[src/rtl/timer_pkg.sv]
// Shared types and default sizing for the multi-channel timer bank.
package timer_pkg;

  localparam int DEF_N = 8;
  localparam int DEF_C = 4;

  typedef enum logic [1:0] {
    IDLE,
    RUN,
    HOLD
  } state_t;

endpackage

[src/rtl/timer_channel.sv]
// One timer channel: operands captured at go, saturating up-count,
// one-cycle end pulse, then periodic reload or one-shot hold.
module timer_channel
  import timer_pkg::*;
#(
  parameter int N = DEF_N
) (
  input  logic         Clk,
  input  logic         Reset_n,
  input  logic         go,
  input  logic         stop,
  input  logic         periodic,
  input  logic [N-1:0] step,
  input  logic [N-1:0] term,
  output logic         active,
  output logic         end_pulse,
  output logic [N-1:0] count
);

  state_t       state;
  logic [N-1:0] step_cap;
  logic [N-1:0] term_cap;
  logic         periodic_cap;
  logic [N:0]   sum;

  // One extra bit so a large step saturates at term instead of wrapping.
  assign sum = {1'b0, count} + {1'b0, step_cap};

  // NOTE: sequential state uses non-blocking assignments only, so every
  // register sees pre-edge values regardless of statement order.
  always_ff @(posedge Clk) begin
    if (!Reset_n) begin
      state        <= IDLE;
      count        <= '0;
      active       <= 1'b0;
      end_pulse    <= 1'b0;
      step_cap     <= '0;
      term_cap     <= '0;
      periodic_cap <= 1'b0;
    end else if (stop) begin
      state     <= IDLE;
      active    <= 1'b0;
      end_pulse <= 1'b0;
    end else if (go) begin
      state        <= RUN;
      count        <= '0;
      active       <= 1'b1;
      end_pulse    <= 1'b0;
      step_cap     <= step;
      term_cap     <= term;
      periodic_cap <= periodic;
    end else begin
      end_pulse <= 1'b0;
      unique case (state)
        RUN: begin
          // The cycle showing term is followed by either reload or hold.
          if (end_pulse) begin
            if (periodic_cap) begin
              count <= '0;
            end else begin
              state  <= HOLD;
              active <= 1'b0;
            end
          end else if (sum >= {1'b0, term_cap}) begin
            count     <= term_cap;
            end_pulse <= 1'b1;
          end else begin
            count <= sum[N-1:0];
          end
        end
        default: ;
      endcase
    end
  end

endmodule

[src/rtl/multi_timer.sv]
// C-channel timer bank: builds the per-channel start (with optional chaining
// from the previous channel's end pulse) and slices the packed operand buses.
module multi_timer
  import timer_pkg::*;
#(
  parameter int N = DEF_N,
  parameter int C = DEF_C
) (
  input  logic           Clk,
  input  logic           Reset_n,
  input  logic [C-1:0]   start,
  input  logic [C-1:0]   stop,
  input  logic [C-1:0]   periodic,
  input  logic           chain_en,
  input  logic [C*N-1:0] step,
  input  logic [C*N-1:0] term,
  output logic [C-1:0]   countActive,
  output logic [C-1:0]   countEnd,
  output logic [C*N-1:0] countT
);

  logic [C-1:0] go;

  // NOTE: go gets a full default before the loop, so no bit can hold its
  // old value and no latch is inferred.
  always_comb begin
    go = start;
    for (int i = 1; i < C; i++) begin
      go[i] = start[i] | (chain_en & countEnd[i-1]);
    end
  end

  for (genvar i = 0; i < C; i++) begin : g_ch
    timer_channel #(.N(N)) u_ch (
      .Clk       (Clk),
      .Reset_n   (Reset_n),
      .go        (go[i]),
      .stop      (stop[i]),
      .periodic  (periodic[i]),
      .step      (step[i*N +: N]),
      .term      (term[i*N +: N]),
      .active    (countActive[i]),
      .end_pulse (countEnd[i]),
      .count     (countT[i*N +: N])
    );
  end

endmodule

[config.mk]
export PLATFORM = sky130hd
export DESIGN_NAME = multi_timer
export DESIGN_NICKNAME = d
export VERILOG_FILES = /design/src/rtl/timer_pkg.sv /design/src/rtl/timer_channel.sv /design/src/rtl/multi_timer.sv
export SDC_FILE = /design/constraint.sdc
export NUM_CORES = 1
export LEC_CHECK = 0
export ABC_AREA = 0
export ABC_CLOCK_PERIOD_IN_PS = 3000
export BUFFER_PORTS_ARGS = -buffer_cell sky130_fd_sc_hd__buf_2
export CORE_UTILIZATION = 35
export CTS_CLUSTER_SIZE = 28
export DETAILED_ROUTE_END_ITERATION = 7
export SYNTH_ARGS = -nofsm -noshare
export SYNTH_HDL_FRONTEND = slang
export SYNTH_HIERARCHICAL = 1
export SYNTH_SLANG_ARGS = --single-unit
[constraint.sdc]
create_clock -name Clk -period 3 [get_ports Clk]
set_input_delay 0.15 -clock Clk [delete_from_list [all_inputs] [get_ports Clk]]
set_output_delay 0.15 -clock Clk [all_outputs]
set_load 0.02 [all_outputs]
==> flow_summary.toml <==
[synth]
synth_warnings = 6
syn_inst = 778
syn-cell-area_um2 = 6660
ys.flop_type = "dfxtp_1"
synthTopCellsByArea = "dfxtp_1 34%, ha_1 12%, nand2_1 9.5%"
ys_seq_area_share_pct = 33.7
yosysMostFrequentCell = "nand2_1"
synthesis.nets = 925
synth_top_cell_by_area = "dfxtp_1"
yosysTopAreaCellShare_pct = 33.7
synth_edf_count = 0
ys_ff_latch = 112
synth_cell_types = 65
post_synth.cell_area_avg_um2 = 8.56
async_flop_share_pct = 0
synthTopCellsByCount = "169 x nand2_1, 112 x dfxtp_1, 68 x a21boi_0"

[worst_setup_path]
cpLargestDelayFamily = "compound AO/OA/AOI/OAI gates"
crit_buf_inv = 0
end_kind = "flop"
crit_top_cell = "a21oi_2"
worstPathArrival_ns = 3.21
cp-start-kind = "flop"
path_class = "reg2reg"
cpPeakStageDelay_ns = 0.38
required_ns = 3.24
crit_cells = 13
cp_slowest_cell = "fa_2"
crit_fanout = 4
r2r_cells = 13
crit_chain = "ha_4 -> fa_2 -> a211oi_2 -> nor2_2 -> o31ai_4 -> xnor2_1 -> ha_1 -> a21oi_2 -> o221ai_2 -> a21oi_2 -> o21ai_4 -> a32o_1 -> a21o_1"

[pwr]
p_leak_nw = 3.81
ir_drop_mv = 0.293
p_per_area_nw_per_um2 = 412

[drt]
ant_nets = 0
first_iter_violations = 233
drt_first_pass_iters = 5
wl_um = 17900
wl_per_cell_um = 14.9
drc = 0
num_vias = 6087
drt-vias-per-instance = 5.06

[timing]
period_minus_slack_ns = 2.96
worst_pin_slew_ns = 0.737
clock.fmax_ghz = 0.337
fin_crit_sh_pct = 98.8
slew-limit-headroom_pct = 50.8
final_max_slew_viol_count = 0
skew_ns = 0.0114
timing_hold_violations_final = 0
worst_slack_ns = 0.0358
finalSetupViolCount = 0
rsz0062_at_grt = "yes"

[floorplan]
die_area_um2 = 19600
floorplan.initialDensity_pct = 35.6
core_um2 = 18700
io_pins = 119
fp-row-count = 50
fp.dieW_um = 140
die_y_um = 140

[global_route]
antenna_found_initial = 1
grt_usage_pct = 18.2
overflow = 0
grt_max_degree = 31
grt_pass1_vias = 5772
grt_pass1_wl_um = 28700

[placement]
dp_hpwl_um = 13400
placed_cell_area_um2 = 7860
dpl.cell_count = 1153
io_buffers = 118
dp_slack_ns = -0.0998
place.gp.congestion = 0.874

[status]
outcome = "finished, final reports clean"

[final_layout]
stdcell_count = 1203
drive_above_1_share_pct = 32.9
finish.instance_area_um2 = 8750
fin_nets = 1111
syn2layout_area_growth_pct = 31.4

[cts]
clock_latency_ns = 0.35
h-tree-depth = 3
cts_buffers = 9
clock-sinks = 112
cts.path.max_buffers = 2
root_buffer = "clkbuf_16"
clk_pin_slew_worst_paths_ns = 0.08
cts_tree = "built"

[hold_path]
hold_class = "in2reg"
holdPathStages = 2

[run]
maxCapViolations = 0
per-layer routing:
layer	GRT usage, %	wire (um)	vias up
met2	30.4	8580	145
met4	4.68	216	0
li1	-	-	3124
met3	3.11	654	15
met1	24.3	8430	2803
met5	0	0	-
state kept, by name, indices dropped and copies added, names as in the netlist:
register	cells
g_ch.u_ch/term_cap	32
g_ch.u_ch/state	8
g_ch.u_ch/count	32
g_ch.u_ch/periodic_cap	4
g_ch.u_ch/step_cap	32
g_ch.u_ch/end_pulse	4
power by group:
group	internal, mW	leakage [nW]	switching (mW)	total (mW)
sequential	1.53	0.920	0.0372	1.57
clock	0.650	0.136	0.560	1.21
combinational	0.409	2.75	0.418	0.826
logic make-up (layout without fill, tap and decap cells):
kind of cell | count (synthesis) | count (layout) | share of synthesized area, %
xor+xnor | 19 | 19 | 2.50
other cells | 0 | 1 | 0
buf+inv | 76 | 264 | 5.05
mux | 13 | 13 | 1.99
compound gates | 222 | 222 | 25.1
fa+ha+maj | 68 | 68 | 13.2
simple gates | 268 | 270 | 18.5
flops | 112 | 112 | 33.7
stage by stage:
step	setup TNS (ns)	hold slack [ns]	total power, mW	utilization, %
after floorplan	0	0.226	2.05	-
after global placement	-0.419	0.374	2.28	42.0
after detailed placement	-1.24	0.377	2.28	42.0
after CTS	-0.0755	0.00400	3.58	45.0
after global routing	-1.08	0.0160	3.79	46.8
final	0	0.0235	3.61	46.8
cells in the final DEF, fill, tap and decap left out, types with 8 or more instances in the layout:
| cell | synthesis | final |
|---|---|---|
| nand4_1 | 16 | 16 |
| mux2i_1 | 11 | 9 |
| nand3_1 | 9 | 8 |
| a21o_1 | 13 | 13 |
| nor2_1 | 21 | 21 |
| a21oi_2 | 3 | 15 |
| dfxtp_1 | 112 | 95 |
| nand2_1 | 169 | 169 |
| clkbuf_16 | 0 | 9 |
| a31oi_1 | 9 | 9 |
| buf_4 | 0 | 78 |
| buf_2 | 1 | 118 |
| o311ai_1 | 10 | 9 |
| ha_1 | 64 | 54 |
| xnor2_1 | 14 | 11 |
| inv_1 | 44 | 44 |
| o21ai_0 | 19 | 13 |
| a21oi_1 | 31 | 19 |
| nand2b_1 | 10 | 10 |
| a21boi_0 | 68 | 68 |
| dfxtp_2 | 0 | 16 |
| o21ai_1 | 7 | 10 |
| a211oi_2 | 3 | 12 |
layout make-up:
class	instances	area, um2
fill	1882	9950
multi-input combinational	592	4460
sequential	112	2270
timing repair buffer	203	1270
tap	234	293
clock buffer	11	233
inverter	46	178
clock inverter	4	55.1
antenna	1	2.50
repair_timing:
item / 4_1_cts / 5_1_grt
hold buffers: 1 / 0
hold endpoints to repair: 1 / 0
cloned: 2 / 0
setup buffers: 18 / 13
gates resized for setup: 24 / 51
pin swaps: 29 / 44
endpoints found under the setup margin: 30 / 36
worst paths after layout:
check,slack [ns],from,endpoint
min reg2reg,0.46,g_ch[3].u_ch/term_cap[6],g_ch[3].u_ch/term_cap[6]
min,0.02,stop[2],g_ch[2].u_ch/state[0]
max reg2reg,0.04,g_ch[0].u_ch/step_cap[0],g_ch[0].u_ch/count[7]
max,0.04,g_ch[0].u_ch/step_cap[0],g_ch[0].u_ch/count[7]
(Power assumes the default switching activity.)
